===== src/rtl/counter_bank_if.sv =====
// rtl/counter_bank_if.sv - signal bundle between counter_bank and its controller
// Optional sat bus: define COUNTER_BANK_SAT_EN.
interface counter_bank_if #(
    parameter int NUM_CH = 4,
    parameter int WIDTH  = 8,
    parameter int CH_W   = (NUM_CH > 1) ? $clog2(NUM_CH) : 1
);
    logic [NUM_CH-1:0]       load;
    logic [NUM_CH*WIDTH-1:0] load_data;
    logic [NUM_CH-1:0]       en;
    logic [NUM_CH-1:0]       dir;
    logic                    limit_wr;
    logic [CH_W-1:0]         limit_ch;
    logic [WIDTH-1:0]        limit_data;
`ifdef COUNTER_BANK_SAT_EN
    logic [NUM_CH-1:0]       sat;
`endif
    logic [NUM_CH*WIDTH-1:0] out_data;
    logic [NUM_CH-1:0]       tc;
    logic                    any_tc;

    modport master (
`ifdef COUNTER_BANK_SAT_EN
        output sat,
`endif
        output load, load_data, en, dir, limit_wr, limit_ch, limit_data,
        input  out_data, tc, any_tc
    );

    modport slave (
`ifdef COUNTER_BANK_SAT_EN
        input  sat,
`endif
        input  load, load_data, en, dir, limit_wr, limit_ch, limit_data,
        output out_data, tc, any_tc
    );
endinterface


===== src/rtl/counter_bank.sv =====
// rtl/counter_bank.sv - bank of loadable up/down counters with terminal-count pulses
// Optional saturating mode: define COUNTER_BANK_SAT_EN.
module counter_bank #(
    parameter int NUM_CH = 4,
    parameter int WIDTH  = 8
) (
    input  logic          clk,
    input  logic          reset,
    counter_bank_if.slave bus
);
    localparam int               CH_W = (NUM_CH > 1) ? $clog2(NUM_CH) : 1;
    localparam logic [WIDTH-1:0] ONE  = WIDTH'(1);

    logic [WIDTH-1:0]        cnt_q [NUM_CH];
    logic [WIDTH-1:0]        cnt_d [NUM_CH];
    logic [WIDTH-1:0]        lim_q [NUM_CH];
    logic [WIDTH-1:0]        lim_d [NUM_CH];
    logic [NUM_CH-1:0]       tc_q;
    logic [NUM_CH-1:0]       tc_d;
    logic                    any_tc_q;
    logic                    any_tc_d;
    logic [NUM_CH-1:0]       sat_w;
    logic [NUM_CH*WIDTH-1:0] out_w;

`ifdef COUNTER_BANK_SAT_EN
    assign sat_w = bus.sat;
`else
    assign sat_w = '0;
`endif

    // Compares use the registered limit, so a same-cycle limit write only affects later cycles.
    always_comb begin
        tc_d     = '0;
        any_tc_d = 1'b0;
        for (int i = 0; i < NUM_CH; i++) begin
            cnt_d[i] = cnt_q[i];
            lim_d[i] = lim_q[i];
            if (bus.limit_wr && (bus.limit_ch == CH_W'(i))) begin
                lim_d[i] = bus.limit_data;
            end
            if (bus.load[i]) begin
                cnt_d[i] = bus.load_data[i*WIDTH +: WIDTH];
            end else if (bus.en[i]) begin
                if (bus.dir[i]) begin
                    if (cnt_q[i] >= lim_q[i]) begin
                        if (!sat_w[i]) begin
                            cnt_d[i] = '0;
                            tc_d[i]  = 1'b1;
                        end
                    end else begin
                        cnt_d[i] = cnt_q[i] + ONE;
                        tc_d[i]  = sat_w[i] && (cnt_d[i] == lim_q[i]);
                    end
                end else begin
                    if (cnt_q[i] == '0) begin
                        if (!sat_w[i]) begin
                            cnt_d[i] = lim_q[i];
                            tc_d[i]  = 1'b1;
                        end
                    end else begin
                        cnt_d[i] = cnt_q[i] - ONE;
                        tc_d[i]  = sat_w[i] && (cnt_q[i] == ONE);
                    end
                end
            end
        end
        any_tc_d = |tc_d;
    end

    always_ff @(posedge clk) begin
        if (reset) begin
            for (int i = 0; i < NUM_CH; i++) begin
                cnt_q[i] <= '0;
                lim_q[i] <= '1;
            end
            tc_q     <= '0;
            any_tc_q <= 1'b0;
        end else begin
            for (int i = 0; i < NUM_CH; i++) begin
                cnt_q[i] <= cnt_d[i];
                lim_q[i] <= lim_d[i];
            end
            tc_q     <= tc_d;
            any_tc_q <= any_tc_d;
        end
    end

    for (genvar g = 0; g < NUM_CH; g++) begin : g_out
        assign out_w[g*WIDTH +: WIDTH] = cnt_q[g];
    end

    assign bus.out_data = out_w;
    assign bus.tc       = tc_q;
    assign bus.any_tc   = any_tc_q;
endmodule


===== src/flat_wrapper.sv =====
// flat-port wrapper written by rule: the top's interface ports become plain ports
module counter_bank_flat 
#(
    parameter int NUM_CH = 4,
    parameter int WIDTH  = 8
)
  (clk, reset, bus_load, bus_load_data, bus_en, bus_dir, bus_limit_wr, bus_limit_ch, bus_limit_data, bus_out_data, bus_tc, bus_any_tc);
  counter_bank_if #(.NUM_CH(NUM_CH), .WIDTH(WIDTH)) bus_i ();
  input  logic clk;
  input  logic reset;
  input wire logic [$bits(bus_i.load)-1:0] bus_load;
  input wire logic [$bits(bus_i.load_data)-1:0] bus_load_data;
  input wire logic [$bits(bus_i.en)-1:0] bus_en;
  input wire logic [$bits(bus_i.dir)-1:0] bus_dir;
  input wire logic [$bits(bus_i.limit_wr)-1:0] bus_limit_wr;
  input wire logic [$bits(bus_i.limit_ch)-1:0] bus_limit_ch;
  input wire logic [$bits(bus_i.limit_data)-1:0] bus_limit_data;
  output wire logic [$bits(bus_i.out_data)-1:0] bus_out_data;
  output wire logic [$bits(bus_i.tc)-1:0] bus_tc;
  output wire logic [$bits(bus_i.any_tc)-1:0] bus_any_tc;
  assign bus_i.load = bus_load;
  assign bus_i.load_data = bus_load_data;
  assign bus_i.en = bus_en;
  assign bus_i.dir = bus_dir;
  assign bus_i.limit_wr = bus_limit_wr;
  assign bus_i.limit_ch = bus_limit_ch;
  assign bus_i.limit_data = bus_limit_data;
  assign bus_out_data = bus_i.out_data;
  assign bus_tc = bus_i.tc;
  assign bus_any_tc = bus_i.any_tc;
  counter_bank #(.NUM_CH(NUM_CH), .WIDTH(WIDTH)) u_core (.clk(clk), .reset(reset), .bus(bus_i));
endmodule

===== config.mk =====
export PLATFORM = sky130hd
export DESIGN_NAME = counter_bank_flat
export DESIGN_NICKNAME = d
export VERILOG_FILES = /design/src/rtl/counter_bank_if.sv /design/src/rtl/counter_bank.sv /design/src/flat_wrapper.sv
export SDC_FILE = /design/constraint.sdc
export NUM_CORES = 1
export LEC_CHECK = 0
export ABC_AREA = 1
export BUFFER_PORTS_ARGS = -buffer_cell sky130_fd_sc_hd__buf_2
export CORE_AREA = 10 10 121 123
export CTS_CLUSTER_DIAMETER = 100
export DETAILED_ROUTE_END_ITERATION = 16
export DIE_AREA = 0 0 131 133
export PLACE_DENSITY = 0.73
export SLEW_MARGIN = 25
export SYNTH_ARGS = -nofsm -noshare
export SYNTH_HDL_FRONTEND = slang
export SYNTH_SLANG_ARGS = --single-unit

===== constraint.sdc =====
create_clock -name clk -period 1.9 [get_ports clk]
set_input_delay 0.38 -clock clk [delete_from_list [all_inputs] [get_ports clk]]
set_output_delay 0.38 -clock clk [all_outputs]
set_load 0.03 [all_outputs]

### Word level (Yosys, flattened, before mapping)

Memory sizes are Yosys's and may differ from the RTL's.
Cells that the tools add are included.

| storage, ports and cells | value |
|---|---|
| input bits | 57 |
| word-level logic and storage cells | 92 |
| memories kept | 2 |
| register bits | 5 |
| RAM bits | 64 |

Memory list:

| memory | depth | bits a word | read ports | clocked after memory_dff | wr ports | RTL line | source |
|---|---|---|---|---|---|---|---|
| u_core.cnt_q | 4 | 8 | 4 | 0 | 4 | counter_bank.sv:14 | `logic [WIDTH-1:0] cnt_q [NUM_CH];` |
| u_core.lim_q | 4 | 8 | 4 | 0 | 4 | counter_bank.sv:16 | `logic [WIDTH-1:0] lim_q [NUM_CH];` |

| operators by class | value |
|---|---|
| bitwise gates (word level) | 8 |
| magnitude comparators | 4 |
| mux-type cells | 55 |
| equality and inequality tests | 3 |
| reductions and logical operators | 10 |
| add/sub/neg operators | 8 |

Operators by type and width:

| cell | count |
|---|---|
| $mux W8 | 32 |
| $add A8 B1 Y8 const B | 4 |
| $ge A8 B8 Y1 | 4 |
| $logic_not A8 Y1 | 4 |
| $sub A8 B1 Y8 const B | 4 |
| $mux W1 | 23 |
| $or A1 B1 Y1 | 8 |
| $eq A2 B2 Y1 const B | 2 |
| $logic_and A1 B1 Y1 | 4 |
| $reduce_or A4 Y1 | 1 |
| $eq A2 B1 Y1 const B | 1 |
| $logic_not A2 Y1 | 1 |

### Logic depth before layout (Yosys ltp)

Gate-level depths: netlist of the first run.
An unclocked memory read counts as a cell.

| depth | value |
|---|---|
| depth in word-level cells | 7 |
| mapped depth | 14 |
| mapped depth without buffers | 14 |

### Worst setup path after synthesis of the first run

OpenSTA, ideal clock, no wires.

| path | value |
|---|---|
| path type | reg-to-reg |
| from | mem u_core.cnt_q[2][0] |
| to | reg u_core.any_tc_q (netlist: u_core.bus.any_tc) |
| required time | 1.778 ns |
| clock period less this slack | 1.831 ns |
| path slack | 0.069 ns |
| cell stages (with the launch flop) | 13 |
| data arrival time | 1.709 ns |
| cell sequence | dfxtp_1 > inv_1 > ha_1 > nand2_1 > nand3b_1 > nand2_1 > nand2_1 > nand2_1 > nand2_1 > nand3_1 > nand2_1 > nand2_1 > nand3b_1 |

RTL lines:

| item | RTL line | source |
|---|---|---|
| start, declared | counter_bank.sv:14 |  |
| end signal, assigned | counter_bank.sv:84 | `any_tc_q <= any_tc_d;` |
| end, declared | counter_bank.sv:20 | `logic any_tc_q;` |

==> metrics.csv, run 1 <==
stage,metric,value,unit
grt,grt_max_degree,39,
power_and_ir_drop,p_sw,1.647,mW
final_layout,final_layout_size_suffix_gt1_share,18.94,%
grt,grt.total_usage,18.36,%
synthesis,syn_nets,950,
grt,antenna_found_initial,0,
sta,skew,0.009421,ns
route,drc,0,
sta,setup_viol,0,
sta,period_share,93.15,%
critical_path,cp_slowest_cell,dfxtp_1,
critical_path,crit_type,flip-flop to flip-flop,
placed_design,portBuffers,93,
synthesis,yosys.area.top_type,dfxtp_1,
sta,fin_tns_setup,0,ns
synthesis,synth_top_family_by_area,simple AND/OR/NAND/NOR gates,
power_and_ir_drop,switching_share,33.44,%
power_and_ir_drop,finalPower,4.924,mW
cts,cts_tree,built,
synthesis,yosysMostFrequentCell,nand2_1,
critical_path,path_cells,"ha_1, nand2_1, nand3b_1, nand2_1, nand2_1, nand2_1, nand2_1, nand4_1, nand3b_1",
floorplan,fp-row-count,41,
synthesis,ys_top_cells_by_area,"dfxtp_1 (26%), nand2_1 (16%), ha_1 (9.5%)",
synthesis,synth_compound_area_share,15.67,%
cts,clkLatencyLatePin,0.34,ns
synthesis,synth-seq-cells,69,
power_and_ir_drop,power_leakage,3.443,nW
power_and_ir_drop,powerDensity,755.1,nW/µm²
synthesis,yosysTopAreaCellShare,25.51,%
synthesis,synthDistinctLibCells,35,
power_and_ir_drop,p_int,3.277,mW
placed_design,gp_congestion,0.9064,
power_and_ir_drop,clkPwrFrac,37.9,%
critical_path,cp-start-kind,flip-flop,
sta,rsz0062_at_grt,no,
route,drt_iter0_drc,483,
floorplan,die_w,131,µm
final_layout,area_growth_syn_to_layout,20.45,%
grt,grt_pass1_wl,26.25,mm
placed_design,dp_hpwl,12.21,mm
floorplan,design.core.area,12360,µm²
synthesis,synthArstFlopShare,0,%
sta,finalCriticalPeriod,1.770,ns
route,wl_per_cell,13.93,µm
sta,tightest_slew,0.8393,ns
critical_path,cpLargestDelayFamily,simple AND/OR/NAND/NOR gates,
synthesis,ys_seq_area_share,25.51,%
route,drt_pass1_iterations,5,
synthesis,synth_simple_gate_area_share,36.70,%
sta,hold_violations,0,
critical_path,crit_arrival,1.99,ns
final_layout,antenna_cells,0,
cts,htreeDepth,3,
floorplan,start_util,43.79,%
synthesis,ys.flop_type,dfxtp_1,
synthesis,synth_xor_area_share,2.427,%
grt,grt_remaining_overflow,0,
synthesis,syn_avg_cell_area,6.354,µm²
critical_path,required,2.12,ns
critical_path,cpPeakStageDelay,0.44,ns
sta,whs,0.3419,ns
synthesis,netlist_area,5414,µm²
route,num_vias,5781,
grt,grt_pass1_vias,5372,
run,maxCapViolCount,0,
synthesis,synth_edf_count,0,
floorplan,die_area,17420,µm²
sta,slew_violations,0,
critical_path,crit_top_cell,nand2_1,
critical_path,endpoint_kind,flip-flop,
cts,cts_root_buf,clkbuf_16,
power_and_ir_drop,p_seq_share,33.1,%
sta,fmaxAchievable,565.0,MHz
power_and_ir_drop,vdd_ir_drop_max,415.0,µV
hold_path,hold_path.class,primary input to flip-flop,
critical_path,crit_buf_inv,0,
route,routed_wl,15.85,mm
sta,maxSlewHeadroom,43.74,%
run_status,outcome,"complete, no violations",
synthesis,syn_inst,852,
cts,clock_sink_count,69,
route,vias_per_cell,5.080,
critical_path,worstPathMaxFanout,7,
cts,cts_buffers,9,
synthesis,yosys_warnings,0,
floorplan,io_pins,94,
final_layout,nets,1059,
cts,clockBufferDepth,2,
route,drtAntennaViolNets,0,
power_and_ir_drop,combPwrFrac,28.9,%
synthesis,synthTopCellsByCount,"nand2_1 (230), inv_1 (96), nor2_1 (94)",
synthesis,synthAdderAreaFrac,9.475,%
cts,clk_pin_slew,0.06,ns
synthesis,synth.mux.area_fraction,0,%
floorplan,die_h,133,µm
==> registers in the layout (all words and copies together), names as in the netlist <==
| signal | flops |
|---|---|
| u_core.cnt_q | 32 |
| u_core.lim_q | 32 |
| u_core.bus.tc | 4 |
| u_core.bus.any_tc | 1 |
==> what timing repair did <==
| action | CTS | global route |
|---|---|---|
| resized for setup | 0 | 3 |
| setup buffers | 0 | 1 |
| hold buffers | 0 | 0 |
| endpoints found under the setup margin | 0 | 9 |
==> tightest hold or removal path, stage by stage <==
cell	delay (ns)
buf_2	0.14
a21oi_1	0.07
o21ai_0	0.06
==> cell type report <==
cell class / count / area (µm²)
Clock buffer: 12 / 256.5
Timing Repair Buffer: 126 / 713.2
Inverter: 107 / 401.6
Tap cell: 172 / 215.2
Fill cell: 1293 / 5842
Clock inverter: 4 / 70.07
Sequential cell: 69 / 1383
Multi-Input combinational cell: 648 / 3482
==> layer usage <==
metal  vias up  share of wire (%)  wire length (µm)  global-route usage [%]
met1      2563                 47              7396                   25.06
met2       186                 45              7117                   28.37
met5         -                  0                 0                       0
met4         0                1.2               194                   5.439
met3        16                7.2              1144                   3.556
li1       3016                  -                 -                       -
==> power groups by stage <==
stage	clock (mW)	combinational [mW]	sequential (mW)
after global placement	0	1.40	1.66
after CTS	1.89	1.42	1.63
final	1.87	1.42	1.63
after floorplan	0	0.869	1.78
after detailed placement	0	1.41	1.66
after global routing	1.95	1.61	1.65
==> stage by stage <==
| step | area [µm²] | utilization (%) | setup WS (ns) | instances |
|---|---|---|---|---|
| 6_report | 6521 | 52.75 | 0.1302 | 1138 |
| 5_1_grt | 6521 | 52.75 | 0.00007816 | 1138 |
| 4_1_cts | 6510 | 52.66 | 0.1362 | 1137 |
| 3_5_place_dp | 6183 | 50.02 | 0.1431 | 1121 |
| 3_3_place_gp | 6183 | 50.02 | 0.1730 | 1121 |
| 2_1_floorplan | 5414 | - | 0.06898 | 852 |
==> cells by family (layout without fill, tap and decap cells) <==
family | Yosys count | in the layout
xor+xnor | 15 | 15
buf+inv | 135 | 249
compound gates | 148 | 148
fa+ha+maj | 41 | 41
simple gates | 444 | 444
flops | 69 | 69
==> path summary, 6_finish.rpt <==
check | start | endpoint | slack, ns | cells past startpoint
max reg2reg | u_core.cnt_q[3][1]$_SDFFE_PP0P_ | u_core.bus.any_tc$_SDFF_PP0_ | 0.13 | 9
min reg2reg | u_core.lim_q[3][7]$_SDFFE_PP1P_ | u_core.lim_q[3][7]$_SDFFE_PP1P_ | 0.51 | 2
max | u_core.cnt_q[3][1]$_SDFFE_PP0P_ | u_core.bus.any_tc$_SDFF_PP0_ | 0.13 | 9
min | bus_limit_data[3] | u_core.lim_q[3][3]$_SDFFE_PP1P_ | 0.34 | 3
==> placed cells by master (no fill, tap or decap), drive strengths merged, types with 2 or more instances in the layout <==
cell / n
xnor2: 3
clkinv: 2
xor2: 12
ha: 41
nand3: 72
o21ai: 43
a22oi: 7
a211oi: 2
nor3: 6
clkbuf: 12
buf: 126
inv: 107
or2: 3
dfxtp: 69
o211ai: 29
nor2: 106
nand2: 235
a21oi: 65
nand4: 16
nand3b: 5
bufinv: 2
Note: power is estimated with default switching activity, not from simulation.
==> inputs of run 2 (changes only) <==
CAP_MARGIN = 20   (was not set)
RECOVER_POWER = 100   (was not set)
==> run 2 against run 1 <==
Total power down 0.58%. Final cell count unchanged. Clock-buffer cell count unchanged. Fmax down 0.73%. Sequential cell count unchanged. Combinational power about the same.
==> metrics.csv, run 2 (synthesis results as in run 1) <==
stage,metric,value,unit,change
critical_path,crit_top_cell,nand2_1,,
sta,setup_slack,0.1171,ns,-0.01309 ns
route,drt_iter0_drc,479,,-0.83%
route,drc,0,,unchanged
critical_path,required,2.12,ns,about the same
route,vias_per_cell,5.081,,about the same
final_layout,fin_area,6439,µm²,-1.3%
cts,clk_pin_slew,0.06,ns,about the same
critical_path,cp_slowest_cell,dfxtp_1,,
power_and_ir_drop,finalPower,4.896,mW,-0.58%
sta,maxSlewHeadroom,42.26,%,-1.5 points
placed_design,gp_congestion,0.9064,,unchanged
grt,grt_remaining_overflow,0,,unchanged
final_layout,antenna_cells,0,,unchanged
cts,clock_sink_count,69,,unchanged
critical_path,crit_arrival,2.00,ns,about the same
sta,hold_violations,0,,unchanged
sta,tightest_slew,0.8614,ns,+0.02216 ns
placed_design,dpl_cell_area,6183,µm²,unchanged
placed_design,dp_hpwl,12.21,mm,unchanged
critical_path,path_cells,"ha_1, nand2_1, nand3b_1, nand2_1, nand2_1, nand2_1, nand2_1, nand4_1, nand3b_1",,
final_layout,nets,1059,,unchanged
hold_path,min_path_cells,3,,unchanged
cts,holdBufCountCts,0,,unchanged
sta,period_share,93.84,%,+0.69 points
grt,grt.total_usage,18.36,%,unchanged
route,num_vias,5782,,+0.017%
hold_path,hold_path.class,primary input to flip-flop,,
run_status,outcome,"complete, no violations",,
route,drt_pass1_iterations,5,,unchanged
floorplan,die_area,17420,µm²,unchanged
grt,grt_pass1_wl,26.25,mm,unchanged
critical_path,r2r_setup_slack,0.12,ns,about the same
critical_path,reg2regPathDepth,9,,unchanged
floorplan,fp-row-count,41,,unchanged
final_layout,layout_common_cells,"nand2_1 (230), inv_1 (96), nor2_1 (93)",,
critical_path,reg2reg_from,u_core.cnt_q[3][1]$_SDFFE_PP0P_,,
cts,htreeDepth,3,,unchanged
critical_path,endpoint_kind,flip-flop,,
critical_path,crit_start,u_core.cnt_q[3][1]$_SDFFE_PP0P_,,
sta,skew,0.009144,ns,-0.0002771 ns
sta,setup_viol,0,,unchanged
sta,finalCriticalPeriod,1.783,ns,+0.01309 ns
route,drtAntennaViolNets,0,,unchanged
sta,fmaxAchievable,560.9,MHz,-0.73%
power_and_ir_drop,power_leakage,3.282,nW,-4.7%
final_layout,final_common_cell,nand2_1,,
cts,cts_buffers,9,,unchanged
floorplan,start_util,43.79,%,unchanged
cts,clkLatencyLatePin,0.34,ns,about the same
critical_path,cpPeakStageDelay,0.44,ns,about the same
placed_design,post-place-ws,0.1431,ns,unchanged
critical_path,worstPathMaxFanout,7,,unchanged
power_and_ir_drop,vdd_ir_drop_max,414.2,µV,-0.21%
final_layout,n_fill_cell,1313,,+1.5%
sta,slew_violations,0,,unchanged
final_layout,fin_util,52.08,%,-0.67 points
run,maxCapViolCount,0,,unchanged
final_layout,final_layout_size_suffix_gt1_share,14.60,%,-4.3 points
cts,cts_tree,built,,
route,routed_wl,15.81,mm,-0.27%
placed_design,portBuffers,93,,unchanged
cts,cts_root_buf,clkbuf_16,,
grt,antenna_found_initial,0,,unchanged
sta,rsz0062_at_grt,no,,
floorplan,die_h,133,µm,unchanged
critical_path,crit_type,flip-flop to flip-flop,,
floorplan,io_pins,94,,unchanged
hold_path,hold_start,bus_load_data[2],,
cts,clockBufferDepth,2,,unchanged
power_and_ir_drop,powerDensity,760.4,nW/µm²,+0.70%
grt,grt_pass1_vias,5372,,unchanged
sta,fin_tns_setup,0,ns,unchanged
floorplan,die_w,131,µm,unchanged
final_layout,area_growth_syn_to_layout,18.93,%,
route,wl_per_cell,13.89,µm,-0.27%
floorplan,design.core.area,12360,µm²,unchanged
critical_path,cp-start-kind,flip-flop,,
grt,grt_max_degree,39,,unchanged
[run 2: path summary, 6_finish.rpt]
kind / endpoint
worst max-delay path: u_core.bus.any_tc$_SDFF_PP0_
worst min-delay path: u_core.cnt_q[0][2]$_SDFFE_PP0P_
worst max register to register: u_core.bus.any_tc$_SDFF_PP0_
worst min register to register: u_core.lim_q[3][7]$_SDFFE_PP1P_
[run 2: worst max-delay path, delay by kind of cell (launching register included)]
kind,cells,cell delay (ns)
adder cells (fa/ha/maj),1,0.28
flip-flops,1,0.44
AND/OR/NAND/NOR,8,0.94
[run 2: layer usage]
layer	global-route usage, %	routed length [µm]	vias up
li1	-	-	3018
met1	25.06	7584	2578
met2	28.37	7055	175
met3	3.556	1022	11
met4	5.439	147	0
met5	0	0	-
[run 2: layout make-up]
cell class / instances / area (µm²) / share of cell area (%)
clock inverters: 4 / 70.07 / 1.088
clock buffers: 12 / 256.5 / 3.984
repair buffers: 126 / 658.1 / 10.22
flip-flops and latches: 69 / 1383 / 21.47
multi-input cells: 648 / 3455 / 53.65
inverters: 107 / 401.6 / 6.238
well taps: 172 / 215.2 / 3.342
[run 2: power by group]
group          leakage [nW]  internal (mW)  switching, mW  total (mW)
Clock                 0.163           1.22          0.652        1.87
Combinational          2.55          0.491          0.904        1.39
Sequential            0.569           1.55         0.0865        1.63
Total                  3.28           3.25           1.64        4.90
[run 2: repair_timing]
item                       CTS  global route
resized for setup            0             3
setup endpoints to repair    0             9
buffers inserted             0             1
[run 2: through the flow]
stage / std cells / hold WS [ns]
2_1_floorplan: 852 / 0.4567
3_3_place_gp: 1121 / 0.4889
3_5_place_dp: 1121 / 0.4864
4_1_cts: 1137 / 0.3337
5_1_grt: 1138 / 0.3555
6_report: 1138 / 0.3478
